`config.mk`:
```
export PLATFORM = sky130hd
export DESIGN_NAME = alu_core
export DESIGN_NICKNAME = d
export VERILOG_FILES = /design/src/rtl/alu_core.sv
export SDC_FILE = /design/constraint.sdc
export NUM_CORES = 1
export LEC_CHECK = 0
export CORE_MARGIN = 2
export CORE_UTILIZATION = 60
export DETAILED_ROUTE_END_ITERATION = 10
export PLACE_DENSITY = 0.86
export SLEW_MARGIN = 20
export SYNTH_ARGS = -nofsm -noshare
export SYNTH_HDL_FRONTEND = slang
export SYNTH_SLANG_ARGS = --single-unit
```
`constraint.sdc`:
```
create_clock -name CLK -period 0.8 [get_ports CLK]
set_input_delay 0.24 -clock CLK [delete_from_list [all_inputs] [get_ports CLK]]
set_output_delay 0.24 -clock CLK [all_outputs]
set_load 0.01 [all_outputs]
```
`src/rtl/alu_core.sv`:
```
// alu_core: unsigned 16-function ALU with a registered result and valid flag.
module alu_core #(
  parameter int A_width = 16,
  parameter int B_width = 16
) (
  input  logic                       CLK,
  input  logic                       Reset,
  input  logic                       ALU_EN,
  input  logic [A_width-1:0]         A,
  input  logic [B_width-1:0]         B,
  input  logic [3:0]                 ALU_FUN,
  output logic [A_width+B_width-1:0] ALU_out,
  output logic                       Out_valid
);
  localparam int OW = A_width + B_width;
  localparam int MW = (A_width > B_width) ? A_width : B_width;
  logic [OW-1:0] a_x, b_x, mask, res, alu_out_d, alu_out_q;
  logic out_valid_d, out_valid_q;
  always_comb begin
    a_x  = OW'(A);
    b_x  = OW'(B);
    mask = (OW'(1) << MW) - OW'(1);
    res  = '0;
    case (ALU_FUN)
      4'd0:  res = a_x + b_x;
      4'd1:  res = a_x - b_x;
      4'd2:  res = a_x * b_x;
      4'd3:  res = (B == '0) ? '0 : a_x / b_x;
      4'd4:  res = a_x & b_x;
      4'd5:  res = a_x | b_x;
      4'd6:  res = ~(a_x & b_x) & mask;
      4'd7:  res = ~(a_x | b_x) & mask;
      4'd8:  res = a_x ^ b_x;
      4'd9:  res = ~(a_x ^ b_x) & mask;
      4'd10: res = (a_x == b_x) ? OW'(1) : '0;
      4'd11: res = (a_x > b_x) ? OW'(2) : '0;
      4'd12: res = (a_x < b_x) ? OW'(3) : '0;
      4'd13: res = a_x >> 1;
      4'd14: res = a_x << 1;
      default: res = '0;
    endcase
    alu_out_d   = ALU_EN ? res : '0;
    out_valid_d = ALU_EN;
  end
  always_ff @(posedge CLK or negedge Reset) begin
    if (!Reset) begin
      alu_out_q   <= '0;
      out_valid_q <= 1'b0;
    end else begin
      alu_out_q   <= alu_out_d;
      out_valid_q <= out_valid_d;
    end
  end
  assign ALU_out   = alu_out_q;
  assign Out_valid = out_valid_q;
endmodule

```
==> impl_metrics.py, run 1 <==
metrics = {
    "run_status": {
        "status": "stopped before the end",
        "stop_stage": "global routing",
        "stop_error": "[ERROR GRT-0116] Global routing finished with congestion. Check the congestion regions in the DRC Viewer.",
    },
    "synthesis": {
        "synthesis.area_um2": 33500,
        "synth_flop_cell": "dfrtp_1",
        "async_flop_share_pct": 100,
        "synth_top_family_by_area": "adder cells",
        "synth_edf_count": 0,
        "synth_cells": 4564,
        "yosysSeqAreaShare_pct": 2.46,
        "synth_seq_cells": 33,
        "synth_compound_area_share_pct": 27.9,
        "synth-adder-area-share_pct": 32.1,
        "ys_types": 118,
        "synth_simple_gate_area_share_pct": 22.8,
        "synthMuxAreaShare_pct": 3.50,
        "avgSynthCellArea_um2": 7.35,
        "ys_warn_count": 0,
        "synthXorXnorAreaFrac_pct": 5.67,
    },
    "clock_tree": {
        "cts_buffer_depth": 2,
        "htreeDepth": 2,
        "clock_sinks": 33,
        "cts_buffers": 5,
        "cts-root-buf": "clkbuf_16",
    },
    "global_routing": {
        "grt_pass1_vias": 73700,
        "grt-ovfl-total": 8761,
        "grt_usage_pct": 116,
        "grt_max_degree": 38,
        "grt_pass1_wl_um": 497000,
    },
    "floorplan": {
        "row_count": 86,
        "start_util_pct": 60.8,
        "io-pin-count": 72,
        "die_h_um": 240,
        "die_x_um": 240,
    },
    "placement": {
        "dpl.hpwl_um": 149000,
        "portBuffers": 71,
        "gp_congestion": 1.13,
    },
}
repair_timing:
item / 4_1_cts
resized for setup: 627
pin swaps: 261
gates cloned: 5
setup buffers: 373
hold endpoints to repair: 33
hold buffers: 1
setup endpoints to repair: 65
logic make-up after synthesis:
group | count (synthesis)
DFF | 33
muxes | 106
and+or+nand+nor | 1624
other | 1
xor gates and xnor gates | 217
buffers and inverters | 491
AOI/OAI and AO/OA | 1349
adders and majority gates | 743
layer usage:
layer,overflow,global-route usage (%)
met3,523,93.2
met1,513,97.9
met4,1297,122
met5,76,86.4
met2,6352,155
cell usage after synthesis, types with 38 or more instances:
| library cell | count | area (µm²) |
|---|---|---|
| and2_1 | 39 | 244 |
| ha_1 | 546 | 6830 |
| a21o_1 | 74 | 556 |
| xor2_1 | 86 | 753 |
| fa_1 | 196 | 3920 |
| nand4_1 | 39 | 244 |
| or3_1 | 39 | 244 |
| mux2_2 | 80 | 901 |
| o21bai_1 | 60 | 450 |
| or2_2 | 55 | 344 |
| nor2_1 | 448 | 1680 |
| inv_1 | 329 | 1230 |
| o21ai_0 | 175 | 876 |
| nand2_1 | 522 | 1960 |
| nand2b_1 | 47 | 294 |
| clkbuf_1 | 128 | 480 |
| nor3_1 | 197 | 986 |
| o21a_1 | 182 | 1370 |
| nor2b_1 | 38 | 238 |
| xnor2_1 | 131 | 1150 |
| nand3_1 | 70 | 350 |
| o211ai_1 | 57 | 428 |
| o31ai_1 | 119 | 893 |
| a211oi_1 | 40 | 300 |
| a21oi_1 | 304 | 1520 |
per-stage QoR:
step / hold slack (ns) / area, µm² / util [%] / instances / setup WS (ns)
2_1_floorplan: -0.0556 / 35600 / - / 4579 / -77.72
3_3_place_gp: 0.225 / 48500 / 87.8 / 6869 / -73.61
3_5_place_dp: 0.260 / 48500 / 87.8 / 6869 / -82.04
4_1_cts: 0.521 / 53700 / 97.3 / 7252 / -78.65
==> inputs of run 2 (changes only) <==
--- a/config.mk
+++ b/config.mk
@@ -6,9 +6,9 @@
 export NUM_CORES = 1
 export LEC_CHECK = 0
 export CORE_MARGIN = 2
-export CORE_UTILIZATION = 60
+export CORE_UTILIZATION = 40
 export DETAILED_ROUTE_END_ITERATION = 10
-export PLACE_DENSITY = 0.86
+export PLACE_DENSITY_LB_ADDON = 0.15
 export SLEW_MARGIN = 20
 export SYNTH_ARGS = -nofsm -noshare
 export SYNTH_HDL_FRONTEND = slang
==> impl_metrics.py, run 2 <==
metrics = {
    "run_status": {
        "status": "finished with violations",
        "violations": "negative setup slack",
    },
    "sta": {
        "worst_slew_pin_slew_ns": 0.853,
        "hold_violations": 0,
        "fmax_mhz": 13.1,
        "finalCritPeriodShare_pct": 9550,
        "hold_ws_ns": 0.425,
        "max_slew_margin_pct": 42.8,
        "min_period_ns": 76.36,
        "rsz0062_at_grt": "yes",
        "slew_viol_final": 0,
        "setup_viol_count_final": 65,
        "fin_ws_ns": -75.56,
    },
    "synthesis": {
        "yosysMostFrequentCell": "ha_1",
        "yosysSeqAreaShare_pct": 2.46,
        "async_flop_share_pct": 100,
        "synth_edf_count": 0,
        "synth_commonest_cells": "ha_1 (546), nand2_1 (522), nor2_1 (448)",
        "synth_top_area_cell": "ha_1",
        "synthesis.area_um2": 33500,
        "yosys-top-cells-area": "ha_1 (20%), fa_1 (12%), nand2_1 (5.8%)",
        "ys_warn_count": 0,
        "yosys.area.top_type_share_pct": 20.4,
        "synth_seq_cells": 33,
        "synth_cells": 4564,
        "synth_flop_cell": "dfrtp_1",
        "avgSynthCellArea_um2": 7.35,
        "ys_types": 118,
    },
    "global_routing": {
        "grt_pass1_vias": 43700,
        "grt_pass1_wl_um": 236000,
        "grt-ovfl-total": 0,
        "grt.busiest_layer": "met2",
        "antenna_found_initial": 5,
        "grt_max_degree": 34,
        "globalRouteMet1Util_pct": 44.2,
        "grt_use_met2_pct": 58.4,
        "grt_usage_pct": 34.2,
        "grtUsageMet3_pct": 3.49,
    },
    "routing": {
        "ant_nets": 0,
        "drt_iter0_drc": 3248,
        "vias": 44100,
        "drc": 0,
        "drtPass1Iterations": 6,
        "wl_per_cell_um": 19.7,
        "via_per_inst": 5.64,
        "drt-total-wl_um": 154000,
    },
    "worst_setup_path": {
        "critPathSlowestCell": "or4_4",
        "path_max_fanout": 8,
        "cp-start-kind": "primary input",
        "arrival_ns": 76.54,
        "cp.required_ns": 0.98,
        "max_stage_delay_ns": 0.53,
        "end_kind": "flip-flop",
        "path_common_cell": "buf_4",
        "crit_type": "primary input to flip-flop",
    },
    "floorplan": {
        "io-pin-count": 72,
        "dieArea_um2": 86200,
        "start_util_pct": 40.3,
        "die_h_um": 294,
        "row_count": 106,
        "core_um2": 83300,
        "die_x_um": 294,
    },
    "placement": {
        "dpl.hpwl_um": 113000,
        "portBuffers": 71,
        "gp_congestion": 0.976,
    },
    "clock_tree": {
        "clock_sinks": 33,
        "path_clk_slew_ns": 0.06,
        "cts_buffers": 5,
        "cts_buffer_depth": 2,
        "cts_tree": "done",
        "htreeDepth": 2,
        "cts-root-buf": "clkbuf_16",
    },
    "layout": {
        "final_core_util_pct": 67.6,
        "nNetsFinal": 7528,
        "largest_register_ffs": 32,
        "most-common-layout-cells": "buf_4 (2146), nand2_1 (478), ha_1 (471), nor2_1 (391), inv_1 (314)",
        "syn2layout_area_growth_pct": 67.9,
        "final_common_cell": "buf_4",
        "drive_gt1_share_pct": 44.5,
    },
    "worst_hold_path": {
        "hold_path_class": "primary input to async pin",
    },
    "power_and_ir_drop": {
        "ir_drop_mv": 6.34,
        "power.leakage_nw": 28.2,
        "power_density_nw_per_um2": 5420,
    },
    "job": {
        "maxCapViolations": 0,
    },
}
[run 2: critical path, delay by kind of cell]
family,cells,cell delay (ns)
AOI/OAI and AO/OA,202,36.67
and+or+nand+nor,103,15.60
buffers and inverters,124,15.76
muxes,8,2.03
adders and majority gates,25,6.16
[run 2: timing repair]
action | in CTS | in global routing
buffers inserted | 450 | 120
endpoints found under the hold margin | 33 | 0
cloned | 5 | 4
gates resized for setup | 571 | 204
hold buffers | 1 | 0
setup endpoints to repair | 65 | 65
pin swaps | 256 | 228
[run 2: metrics by stage]
step / std cells / TNS [ns] / worst slack (ns) / instance area (µm²) / total power [W]
2_1_floorplan: 4579 / -982.49 / -77.72 / 35600 / 0.170
3_3_place_gp: 7255 / -1026.50 / -76.30 / 49300 / 0.271
3_5_place_dp: 7255 / -1037.14 / -77.62 / 49300 / 0.274
4_1_cts: 7712 / -952.85 / -73.69 / 54500 / 0.296
5_1_grt: 7828 / -1022.42 / -79.08 / 56300 / 0.315
6_report: 7830 / -985.05 / -75.56 / 56300 / 0.305
[run 2: kinds of logic after synthesis]
kind of cell    share of synthesized area (%)
other cells                            0.0112
flops                                    2.46
compound gates                           27.9
buf+inv                                  5.61
mux                                      3.50
xor+xnor                                 5.67
simple gates                             22.8
fa+ha+maj                                32.1
[run 2: cell type report]
type                            instances  area (µm²)
Tap cell                             1080        1350
Antenna cell                            3        7.51
Clock buffer                            6         139
Clock inverter                          1        7.51
Timing Repair Buffer                 2312       18000
Fill cell                            6904       27000
Multi-Input combinational cell       4061       34700
Inverter                              334        1300
Sequential cell                        33         830
[run 2: report_power, final]
group          total (W)  internal, W  switching [W]
Sequential       0.00215      0.00192       0.000229
Combinational      0.301        0.161          0.140
Clock            0.00217      0.00123       0.000947
Total              0.305        0.164          0.141
[run 2: routing by layer]
metal  wire, µm  up-vias
met4       6990        4
met2      72000     1560
li1           -    21000
met5         27        -
met1      65900    21100
met3       9340      442
[run 2: final timing paths]
check	start	endpoint	slack (ns)	cells after the start
max	A[1]	ALU_out[0]	-75.56	462
min	Reset	ALU_out[4]	0.43	3
max in group asynchronous	Reset	ALU_out[22]	0.11	3
min in group CLK	ALU_EN	Out_valid	0.57	1
(Power assumes the default switching activity.)
